File: src/rtl/spi_pkg.sv
// Shared definitions for the SPI register-write initiator and its peripheral:
// frame geometry, register map and controller state encoding.
package spi_pkg;

    localparam int ADDRESS_SIZE = 7;
    localparam int DATA_SIZE    = 8;
    localparam int FRAME_SIZE   = 1 + ADDRESS_SIZE + DATA_SIZE;

    localparam logic [ADDRESS_SIZE-1:0] REG_EN_OUT_7_0  = 7'd0;
    localparam logic [ADDRESS_SIZE-1:0] REG_EN_OUT_15_8 = 7'd1;
    localparam logic [ADDRESS_SIZE-1:0] REG_EN_PWM_7_0  = 7'd2;
    localparam logic [ADDRESS_SIZE-1:0] REG_EN_PWM_15_8 = 7'd3;
    localparam logic [ADDRESS_SIZE-1:0] REG_PWM_DUTY    = 7'd4;
    localparam logic [ADDRESS_SIZE-1:0] REG_MAX         = 7'd4;

    typedef enum logic [2:0] {
        ST_IDLE,
        ST_SETUP,
        ST_SHIFT_LO,
        ST_SHIFT_HI,
        ST_HOLD,
        ST_GAP
    } spi_state_t;

    function automatic int max_of4(input int a, input int b, input int c, input int d);
        int m;
        m = a;
        if (b > m) m = b;
        if (c > m) m = c;
        if (d > m) m = d;
        return m;
    endfunction

endpackage

File: src/rtl/spi_phase_timer.sv
// Loadable down-counter; tc is high while the count sits at zero.
// Loading N-1 on entry to a phase makes that phase last N cycles.
module spi_phase_timer #(
    parameter int TW = 3
) (
    input  logic          clk,
    input  logic          rst,
    input  logic          load,
    input  logic [TW-1:0] load_value,
    output logic          tc
);

    logic [TW-1:0] count;

    always_ff @(posedge clk) begin
        if (rst) begin
            count <= '0;
        end else if (load) begin
            count <= load_value;
        end else if (count != '0) begin
            count <= count - TW'(1);
        end
    end

    assign tc = (count == '0);

endmodule

File: src/rtl/spi_controller.sv
// SPI mode-0 initiator: serialises one {rw, addr, data} frame per accepted
// command, MSB first, with nCS setup/hold and an inter-frame idle gap.
//
// state    | meaning
// ---------+--------------------------------------------------------------
// IDLE     | nCS high, cmd_ready high, waiting for cmd_valid
// SETUP    | nCS low, SCLK low, COPI already showing the frame MSB
// SHIFT_LO | SCLK low half-period, COPI stable on the current bit
// SHIFT_HI | SCLK high half-period, receiver samples on the rise
// HOLD     | SCLK low after the last fall, nCS still low, COPI = bit 0
// GAP      | nCS high, done pulses on the first cycle, busy still high
module spi_controller
    import spi_pkg::*;
#(
    parameter int W        = DATA_SIZE,
    parameter int CLK_DIV  = 4,
    parameter int CS_SETUP = 4,
    parameter int CS_HOLD  = 4,
    parameter int IDLE_GAP = 4
) (
    input  logic                    clk,
    input  logic                    rst,
    input  logic                    cmd_valid,
    output logic                    cmd_ready,
    input  logic                    cmd_rw,
    input  logic [ADDRESS_SIZE-1:0] cmd_addr,
    input  logic [W-1:0]            cmd_data,
    output logic                    SCLK,
    output logic                    nCS,
    output logic                    COPI,
    output logic                    busy,
    output logic                    done
);

    localparam int FRAME = 1 + ADDRESS_SIZE + W;
    localparam int TW    = $clog2(max_of4(CLK_DIV, CS_SETUP, CS_HOLD, IDLE_GAP)) + 1;

    spi_state_t       state, state_next;
    logic [FRAME-1:0] shreg, shreg_next;
    logic [4:0]       bit_cnt, bit_cnt_next;
    logic             sclk_next, ncs_next, copi_next, busy_next, done_next, ready_next;
    logic             timer_load, timer_tc;
    logic [TW-1:0]    timer_value;

    spi_phase_timer #(.TW(TW)) u_timer (
        .clk        (clk),
        .rst        (rst),
        .load       (timer_load),
        .load_value (timer_value),
        .tc         (timer_tc)
    );

    always_comb begin
        state_next   = state;
        shreg_next   = shreg;
        bit_cnt_next = bit_cnt;
        sclk_next    = SCLK;
        ncs_next     = nCS;
        copi_next    = COPI;
        busy_next    = busy;
        done_next    = 1'b0;
        ready_next   = cmd_ready;
        timer_load   = 1'b0;
        timer_value  = '0;

        case (state)
            ST_IDLE: begin
                sclk_next  = 1'b0;
                ncs_next   = 1'b1;
                copi_next  = 1'b0;
                busy_next  = 1'b0;
                ready_next = 1'b1;
                if (cmd_valid && cmd_ready) begin
                    state_next   = ST_SETUP;
                    shreg_next   = {cmd_rw, cmd_addr, cmd_data};
                    bit_cnt_next = 5'(FRAME - 1);
                    ncs_next     = 1'b0;
                    copi_next    = cmd_rw;
                    busy_next    = 1'b1;
                    ready_next   = 1'b0;
                    timer_load   = 1'b1;
                    timer_value  = TW'(CS_SETUP - 1);
                end
            end
            ST_SETUP: begin
                if (timer_tc) begin
                    state_next  = ST_SHIFT_LO;
                    timer_load  = 1'b1;
                    timer_value = TW'(CLK_DIV - 1);
                end
            end
            ST_SHIFT_LO: begin
                if (timer_tc) begin
                    state_next  = ST_SHIFT_HI;
                    sclk_next   = 1'b1;
                    timer_load  = 1'b1;
                    timer_value = TW'(CLK_DIV - 1);
                end
            end
            ST_SHIFT_HI: begin
                if (timer_tc) begin
                    sclk_next  = 1'b0;
                    timer_load = 1'b1;
                    if (bit_cnt == '0) begin
                        state_next  = ST_HOLD;
                        timer_value = TW'(CS_HOLD - 1);
                    end else begin
                        // COPI advances on the SCLK fall so it is stable a full low phase
                        state_next   = ST_SHIFT_LO;
                        bit_cnt_next = bit_cnt - 5'd1;
                        shreg_next   = shreg << 1;
                        copi_next    = shreg[FRAME-2];
                        timer_value  = TW'(CLK_DIV - 1);
                    end
                end
            end
            ST_HOLD: begin
                if (timer_tc) begin
                    state_next  = ST_GAP;
                    ncs_next    = 1'b1;
                    copi_next   = 1'b0;
                    done_next   = 1'b1;
                    timer_load  = 1'b1;
                    timer_value = TW'(IDLE_GAP - 1);
                end
            end
            ST_GAP: begin
                if (timer_tc) begin
                    state_next = ST_IDLE;
                    busy_next  = 1'b0;
                    ready_next = 1'b1;
                end
            end
            default: state_next = ST_IDLE;
        endcase
    end

    always_ff @(posedge clk) begin
        if (rst) begin
            state     <= ST_IDLE;
            shreg     <= '0;
            bit_cnt   <= '0;
            SCLK      <= 1'b0;
            nCS       <= 1'b1;
            COPI      <= 1'b0;
            busy      <= 1'b0;
            done      <= 1'b0;
            cmd_ready <= 1'b0;
        end else begin
            state     <= state_next;
            shreg     <= shreg_next;
            bit_cnt   <= bit_cnt_next;
            SCLK      <= sclk_next;
            nCS       <= ncs_next;
            COPI      <= copi_next;
            busy      <= busy_next;
            done      <= done_next;
            cmd_ready <= ready_next;
        end
    end

endmodule

File: config.mk
export PLATFORM = sky130hd
export DESIGN_NAME = spi_controller
export DESIGN_NICKNAME = d
export VERILOG_FILES = /design/src/rtl/spi_pkg.sv /design/src/rtl/spi_phase_timer.sv /design/src/rtl/spi_controller.sv
export SDC_FILE = /design/constraint.sdc
export NUM_CORES = 1
export LEC_CHECK = 0
export ABC_AREA = 1
export CAP_MARGIN = 25
export CELL_PAD_IN_SITES_DETAIL_PLACEMENT = 1
export CELL_PAD_IN_SITES_GLOBAL_PLACEMENT = 2
export CORE_MARGIN = 3
export CORE_UTILIZATION = 29
export CTS_BUF_LIST = sky130_fd_sc_hd__clkbuf_4 sky130_fd_sc_hd__clkbuf_8 sky130_fd_sc_hd__clkbuf_16
export DETAILED_ROUTE_END_ITERATION = 16
export GPL_TIMING_DRIVEN = 0
export MAX_ROUTING_LAYER = met4
export PLACE_DENSITY = 0.82
export SLEW_MARGIN = 20
export SYNTH_ARGS = -nofsm -noshare
export SYNTH_HDL_FRONTEND = slang
export SYNTH_SLANG_ARGS = --single-unit
export TNS_END_PERCENT = 50
File: constraint.sdc
create_clock -name clk -period 1.97 [get_ports clk]
set_clock_uncertainty 0.05 [all_clocks]
set_input_delay 0.2955 -clock clk [delete_from_list [all_inputs] [get_ports clk]]
set_output_delay 0.2955 -clock clk [all_outputs]
set_load 0.03 [all_outputs]
Word-level counts from Yosys, hierarchy flattened
Cells that the tools add are included.

operators by class
  add/subtract/negate cells = 2
  eq/ne operators = 12
  multiplexer cells = 35
  bitwise logic cells = 1
  reductions and logical operators = 19

operators by type and width
  kind                                                                   count
  15-bit two-way mux                                                     3
  15-bit case mux with 2 select lines                                    1
  3-bit two-way mux                                                      9
  3-bit case mux with 6 select lines                                     1
  5-bit two-way mux                                                      3
  2-bit != test, second input constant                                   7
  5-bit case mux with 2 select lines                                     1
  3-bit nonzero test                                                     3
  1-bit two-way mux                                                      8
  1-bit case mux with 2 select lines                                     4
  4-bit AND reduction                                                    2
  2-bit nonzero test                                                     4
  3-bit by 2-bit equality test with 1-bit output, second input constant  2
  3-bit equality test, second input constant                             2
  3-bit logical NOT                                                      2
  1-bit case mux with 3 select lines                                     2
  6-bit AND reduction                                                    1
  5-bit logical NOT                                                      1
  5-bit by 1-bit subtractor with 5-bit output, second input constant     1
  2-bit two-way mux                                                      2
  2-bit case mux with 2 select lines                                     1
  2-bit AND reduction                                                    2
  4-bit OR reduction                                                     1
  3-bit by 1-bit equality test with 1-bit output, second input constant  1
  5 further kinds                                                        5

storage, ports and cells
  register bits = 32
  bits of input ports = 19
  output and inout bits = 6

Longest topological paths before layout
Gate-level depths: netlist (run 1).

  depth after elaboration = 4
  mapped depth = 10

Cells and area by module
A second synthesis (run 1) with hierarchy kept.

unflattened totals
  cells, all modules = 261
  area, all modules = 1789.2 um^2

by module, submodules not included
  module           times used  cells each  area an instance (um^2)  sequential area each (um^2)
  spi_controller   1           233         1590.3                   580.6
  spi_phase_timer  1           28          198.9                    60.1

Least setup slack after synthesis (run 1)
OpenSTA, ideal clock, no wires.

  kind = register -> register
  start = register u_timer.count[0]
  end = register shreg[10]
  setup time = 0.116 ns
  arrival time = 1.315 ns
  required time = 1.804 ns
  slack = 0.489 ns
  cell stages (with the launch flop) = 11
  path buffers = 1
  clock period less this slack = 1.481 ns
  cell sequence = dfxtp_1 > inv_1 > ha_1 > nand2_2 > inv_1 > nand3_4 > nand2_8 > inv_6 > buf_8 > nor2_2 > nor2_1

on the way
  cells in the longest elaborated chain, start to end = 3

ends and longest elaborated chain
  element                        RTL line               RTL
  start, declared                spi_phase_timer.sv:13  logic [TW-1:0] count;
  start signal, assigned         spi_phase_timer.sv:19  count <= load_value;
  start signal, assigned         spi_phase_timer.sv:21  count <= count - TW'(1);
  3-bit logical NOT              spi_phase_timer.sv:25  assign tc = (count == '0);
  2-bit != test (no line)        --
  4-bit AND reduction (no line)  --
  end signal, assigned           spi_controller.sv:151  shreg <= shreg_next;
  end, declared                  spi_controller.sv:39   logic [FRAME-1:0] shreg, shreg_next;

No other way between the ends.
A chain may end at the register's enable or synchronous reset.

Worst setup path in the final report (run 1)
Same ends and word-level chain as after synthesis.

==> results of run 1 <==
==> stage by stage <==
stage / setup WS [ns] / power (mW) / hold WS (ns)
after floorplan: 0.4889 / 1.803 / 0.3227
after global placement: 0.2184 / 2.113 / 0.3824
after detailed placement: 0.1875 / 2.137 / 0.3925
after CTS: 0.2153 / 2.657 / 0.4043
after global routing: 0.07654 / 2.857 / 0.4381
final: 0.2423 / 2.600 / 0.4086
==> worst max-delay path, stage by stage, from the launching register on <==
cell,delay [ns]
dfxtp_1,0.30
inv_1,0.10
ha_1,0.17
nand2_2,0.11
inv_1,0.25
nand3_4,0.17
nand2_8,0.14
inv_6,0.05
buf_8,0.14
nor2_2,0.08
nor2_1,0.05
==> cell usage after synthesis <==
master	instances
inv_4	1
nor2_4	2
nor2_1	31
buf_6	2
o31ai_1	1
clkbuf_1	3
nand2_8	1
inv_1	20
buf_2	1
nand2_2	5
nor2_2	9
o21ai_1	5
buf_8	2
inv_6	1
inv_2	2
nand2_1	75
xor2_1	1
nand4_1	5
ha_1	3
nand3_4	1
nand3_1	12
o21ai_0	14
dfxtp_1	32
xnor2_1	1
a21oi_2	4
o211ai_1	1
nor4_1	1
a21oi_1	9
==> cells by family after synthesis <==
group | after synthesis | synth area share
AOI/OAI and AO/OA | 34 | 0.1122
xor gates and xnor gates | 2 | 0.01033
adders and majority gates | 3 | 0.02214
buffers and inverters | 32 | 0.09816
DFF | 32 | 0.3779
and+or+nand+nor | 142 | 0.3793
==> power by group through the flow <==
stage                     clock network, mW  logic (mW)  registers (mW)
after global placement                    0        1.17           0.939
after CTS                             0.527        1.20           0.934
after global routing                  0.552        1.35           0.959
after floorplan                           0       0.819           0.984
after detailed placement                  0        1.19           0.946
final                                 0.502        1.17           0.929
==> how the worst max path moves through the flow <==
| stage | startpoint | endpoint |
|---|---|---|
| finish | u_timer.count[0]$_SDFFE_PP0P_ | shreg[10]$_SDFFE_PP0P_ |
| global route | u_timer.count[0]$_SDFFE_PP0P_ | shreg[13]$_SDFFE_PP0P_ |
| floorplan | u_timer.count[0]$_SDFFE_PP0P_ | shreg[10]$_SDFFE_PP0P_ |
| CTS | u_timer.count[0]$_SDFFE_PP0P_ | shreg[13]$_SDFFE_PP0P_ |
| detailed placement | cmd_valid | u_timer.count[1]$_SDFFE_PP0P_ |
| global placement | cmd_valid | u_timer.count[1]$_SDFFE_PP0P_ |
==> routing by layer <==
metal,up-vias,global-route usage,share of wire
li1,833,-,-
met1,730,0.1813,0.46
met2,17,0.2532,0.49
met3,5,0.03254,0.028
met4,0,0.06478,0.014
met5,-,-,0
==> state kept, by name, summed over array words and instances, names as in the netlist <==
register       count
state              3
shreg             15
SCLK               1
COPI               1
busy               1
bit_cnt            5
nCS                1
cmd_ready          1
u_timer.count      3
done               1
==> cell type report <==
type                            count  share of cell area
Tap cell                           72             0.04276
Buffer                              8             0.03266
Timing Repair Buffer               24              0.1140
Sequential cell                    32              0.3040
Clock buffer                        6             0.03622
Clock inverter                      1            0.002375
Inverter                           24             0.04632
Multi-Input combinational cell    181              0.4216
==> impl_metrics.json, run 1 <==
{
  "leakage_nw": 0.9323,
  "crit_arrival_ns": 1.86,
  "netlist_instances": 245,
  "p_comb_frac": 0.450,
  "grt_max_degree": 11,
  "peakVddDrop_mv": 0.4586,
  "die_w_um": 82.46,
  "start_kind": "flip-flop",
  "yosysUniqueCellTypes": 28,
  "numCtsBuffers": 5,
  "yosys_warnings": 0,
  "ctsResizeCount": 0,
  "cts_setup_buffers": 0,
  "period_share": 0.8770,
  "clkPwrFrac": 0.193,
  "r2r-end": "shreg[10]$_SDFFE_PP0P_",
  "setup_viol": 0,
  "whs_path_depth": 2,
  "antenna_left": 0,
  "fin_area_mm2": 0.002107,
  "cts_hold_buf": 0,
  "slew-limit-headroom": 0.6606,
  "clockBufferDepth": 2,
  "stdcell_count": 348,
  "placed_area_mm2": 0.002026,
  "cell_internal_pwr_mw": 1.499,
  "drive_gt1_frac": 0.1377,
  "run_status": "complete, no violations",
  "drv_cap": 0,
  "reg2reg_slack_ns": 0.24,
  "crit_path_end_kind": "flip-flop",
  "crit_type": "reg2reg",
  "area_growth_pct": 24.28,
  "worstReg2RegStart": "u_timer.count[0]$_SDFFE_PP0P_",
  "grt_pass1_wl_um": 7700,
  "critPathRequiredTime_ns": 2.10,
  "ys_top_cells_by_area": "dfxtp_1 (38%), nand2_1 (17%), nor2_1 (6.9%)",
  "first_global_vias": 1671,
  "ys_seq_elements": 32,
  "drc": 0,
  "antenna_found_initial": 0,
  "fp.dieH_um": 82.46,
  "avgSynthCellArea_um2": 6.920,
  "yosysTopAreaCellShare": 0.3779,
  "routed_via_density": 4.555,
  "cts_tree": "yes",
  "routed_wl_um": 4282,
  "p_sw_mw": 1.101,
  "finalHoldViolCount": 0,
  "cts_sinks": 32,
  "final_cell_mix": "nand2_1 (75), dfxtp_1 (32), nor2_1 (31)",
  "fin_setup_tns_ns": 0,
  "numPortBuffers": 24,
  "multi_input_area_um2": 888.4,
  "yosysTopAreaCell": "dfxtp_1",
  "syn_area_mm2": 0.001695,
  "p_sw_frac": 0.4236,
  "rsz0062_at_grt": "no",
  "max_freq_mhz": 578.8,
  "seq_area_um2": 640.6,
  "clk_latency_ns": 0.28,
  "tightest_slew_ns": 0.5091,
  "cts-root-buf": "clkbuf_8",
  "dieArea_mm2": 0.006800,
  "hp-class": "reg2reg",
  "diodes": 0,
  "post_drt_wl_per_cell_um": 12.30,
  "drt_iter0_drc": 37,
  "worstRegToRegCells": 10,
  "yosysSeqAreaShare": 0.3779,
  "critical_path_peak_fanout": 10,
  "core_mm2": 0.005574,
  "ctsHtreeMaxLevel": 2,
  "final_common_cell": "nand2_1",
  "utilization": 0.3780,
  "period_minus_slack_ns": 1.728,
  "nets": 298,
  "clkTransAtPathRegs_ns": 0.07,
  "gp_congestion": 0.7916,
  "fill_cells": 736,
  "io_pins": 25,
  "start_util": 0.3042,
  "hp-start": "bit_cnt[4]$_SDFFE_PP0P_",
  "vias": 1585,
  "synthesis.nets": 267,
  "power_frac_seq": 0.357,
  "placed_cells": 341,
  "grt_overflow_total": 0,
  "dp.final_hpwl_um": 3212,
  "min_to": "bit_cnt[4]$_SDFFE_PP0P_",
  "grt.total_usage": 0.1539,
  "std_cell_rows": 27,
  "power_density_mw_per_mm2": 1234,
  "drtPass1Iterations": 4,
  "slew_viol_final": 0
}
No activity file was read; power rests on OpenSTA's default activity.
==> inputs of run 2 (changes only) <==
clock period = 1.6 ns   (was 1.97 ns; I/O delays follow)
==> run 2 against run 1 <==
  * Via count is 3.0% higher
  * Worst setup slack lost 0.20 ns
  * Global-route usage up 0.26 points
  * Clock-buffer cell count stayed put
  * Register-to-register slack worse by 0.14 ns
  * Final cell count up 2.3%
==> impl_metrics.json, run 2 (synthesis results as in run 1) <==
{
  "max_freq_mhz": 640.2,
  "cts_hold_buf": 0,
  "post_drt_wl_per_cell_um": 12.83,
  "critical_path_peak_fanout": 1,
  "worstSetupPathDepth": 1,
  "worstReg2RegStart": "u_timer.count[0]$_SDFFE_PP0P_",
  "regMostFlops": "shreg",
  "period_share": 0.9763,
  "ctsHtreeMaxLevel": 2,
  "cts_sinks": 32,
  "power_density_mw_per_mm2": 1561,
  "antenna_left": 0,
  "dp.final_hpwl_um": 3212,
  "clockBufferDepth": 2,
  "antenna_found_initial": 0,
  "clkTransAtPathRegs_ns": 0.07,
  "run_status": "complete, no violations",
  "crit_buf_inv": 1,
  "fin_setup_tns_ns": 0,
  "crit_chain": "clkdlybuf4s50_1",
  "leakage_nw": 1.037,
  "worstRegToRegCells": 10,
  "crit_path_end_kind": "primary output",
  "grt_pass1_wl_um": 7803,
  "cell_internal_pwr_mw": 2.025,
  "grt_max_degree": 11,
  "std_cell_rows": 27,
  "drt_iter0_drc": 45,
  "drc": 0,
  "whs_path_depth": 2,
  "min_to": "bit_cnt[4]$_SDFFE_PP0P_",
  "diodes": 0,
  "crit_arrival_ns": 1.27,
  "nets": 306,
  "setup_viol": 0,
  "period_minus_slack_ns": 1.562,
  "dieArea_mm2": 0.006800,
  "routed_via_density": 4.587,
  "cts-root-buf": "clkbuf_8",
  "final_common_cell": "nand2_1",
  "hp-class": "reg2reg",
  "slew-limit-headroom": 0.6603,
  "fin_ws_ns": 0.03789,
  "cts_tree": "yes",
  "gp_congestion": 0.7916,
  "p_sw_frac": 0.4239,
  "grt.total_usage": 0.1564,
  "dp_slack_ns": -0.1398,
  "peakVddDrop_mv": 0.6350,
  "area_growth_pct": 32.84,
  "tightest_slew_ns": 0.5095,
  "clk_latency_ns": 0.29,
  "power_frac_seq": 0.331,
  "critPathTopFamily": "buffers and inverters",
  "crit_type": "reg2out",
  "clkPwrFrac": 0.175,
  "rsz0062_at_grt": "yes",
  "grt_overflow_total": 0,
  "p_sw_mw": 1.490,
  "core_mm2": 0.005574,
  "drv_cap": 0,
  "start_kind": "flip-flop",
  "largest_register_ffs": 15,
  "reg2reg_slack_ns": 0.10,
  "numPortBuffers": 24,
  "first_global_vias": 1680,
  "p_comb_frac": 0.493,
  "critPathMaxStageDelay_ns": 0.66,
  "reg.largest.list": "shreg x15, bit_cnt x5",
  "vias": 1633,
  "drtPass1Iterations": 4,
  "critPathSlowestCell": "clkdlybuf4s50_1",
  "finalHoldViolCount": 0,
  "io_pins": 25,
  "r2r-end": "shreg[13]$_SDFFE_PP0P_",
  "fp.dieH_um": 82.46,
  "drive_gt1_frac": 0.2148,
  "start_util": 0.3042,
  "hp-start": "bit_cnt[4]$_SDFFE_PP0P_",
  "die_w_um": 82.46,
  "final_cell_mix": "nand2_1 (75), nor2_1 (29), dfxtp_1 (28)",
  "numCtsBuffers": 5,
  "critPathRequiredTime_ns": 1.31,
  "slew_viol_final": 0,
  "routed_wl_um": 4568
}
==> run 2: cell types whose count changed in the layout (fill, tap and decap cells not counted), moves of 2 or more <==
cell             change
dlygate4sd2_1        +2
nor2_1               -2
clkdlybuf4s50_1      -5
nor2_4               +2
dfxtp_1              -4
ha_1                 -2
o21ai_1              -2
dlymetal6s2s_1       +3
dfxtp_2              +4
o21ai_2              +3
nand2_4              +2
inv_1                -2
buf_4                +7
==> run 2: how the worst max path moves through the flow <==
stage | to | slack, ns | from
floorplan | shreg[10]$_SDFFE_PP0P_ | 0.12 | u_timer.count[0]$_SDFFE_PP0P_
global placement | shreg[10]$_SDFFE_PP0P_ | -0.15 | u_timer.count[0]$_SDFFE_PP0P_
detailed placement | shreg[10]$_SDFFE_PP0P_ | -0.14 | u_timer.count[0]$_SDFFE_PP0P_
CTS | COPI | 0.002 | COPI$_SDFFE_PP0P_
global route | shreg[6]$_SDFFE_PP0P_ | -0.02 | bit_cnt[1]$_SDFFE_PP0P_
finish | done | 0.04 | done$_SDFF_PP0_
==> run 2: metrics by stage <==
step                hold slack (ns)  cell area (µm²)    util  cells  total power [mW]
global placement             0.3824             2026  0.3634    341             2.602
global route                 0.4354             2252  0.4040    356             3.836
detailed placement           0.3925             2026  0.3634    341             2.631
finish                       0.4048             2252  0.4040    356             3.515
CTS                          0.4043             2138  0.3836    350             3.334
floorplan                    0.2672             1695       -    245             2.219
==> run 2: layout make-up <==
type | count | area [µm²]
fillers | 723 | 3322
clock buffers | 6 | 76.32
repair buffers | 31 | 297.8
well taps | 72 | 90.09
clock inverters | 1 | 5.005
plain buffers | 8 | 73.82
multi-input cells | 182 | 962.2
flip-flops and latches | 32 | 645.6
inverters | 24 | 101.3
==> run 2: timing repair <==
action / 4_1_cts / 5_1_grt
pin swaps: 2 / 2
endpoints found under the hold margin: 0 / 0
setup endpoints to repair: 21 / 27
setup buffers: 2 / 5
gates resized for setup: 6 / 21
cloned: 0 / 1
==> run 2: power groups by stage <==
stage	Combinational [mW]	Sequential (mW)	Clock (mW)
5_1_grt	1.96	1.20	0.677
6_report	1.73	1.16	0.617
3_3_place_gp	1.45	1.16	0
2_1_floorplan	1.01	1.21	0
4_1_cts	1.54	1.15	0.649
3_5_place_dp	1.47	1.17	0
==> run 2: routing by layer <==
| metal | GRT usage | vias to the layer above | routed length [µm] |
|---|---|---|---|
| met4 | 0.06478 | 0 | 58 |
| met2 | 0.2580 | 17 | 2290 |
| met3 | 0.03254 | 5 | 125 |
| li1 | - | 849 | - |
| met1 | 0.1846 | 762 | 2094 |
| met5 | - | - | 0 |
==> inputs of run 3 (changes only) <==
CAP_MARGIN = 20   (was 25)
GPL_ROUTABILITY_DRIVEN = 0   (was not set)
==> results of run 3 <==
Same layout as run 2: the final DEF is identical, and so are final timing and power.
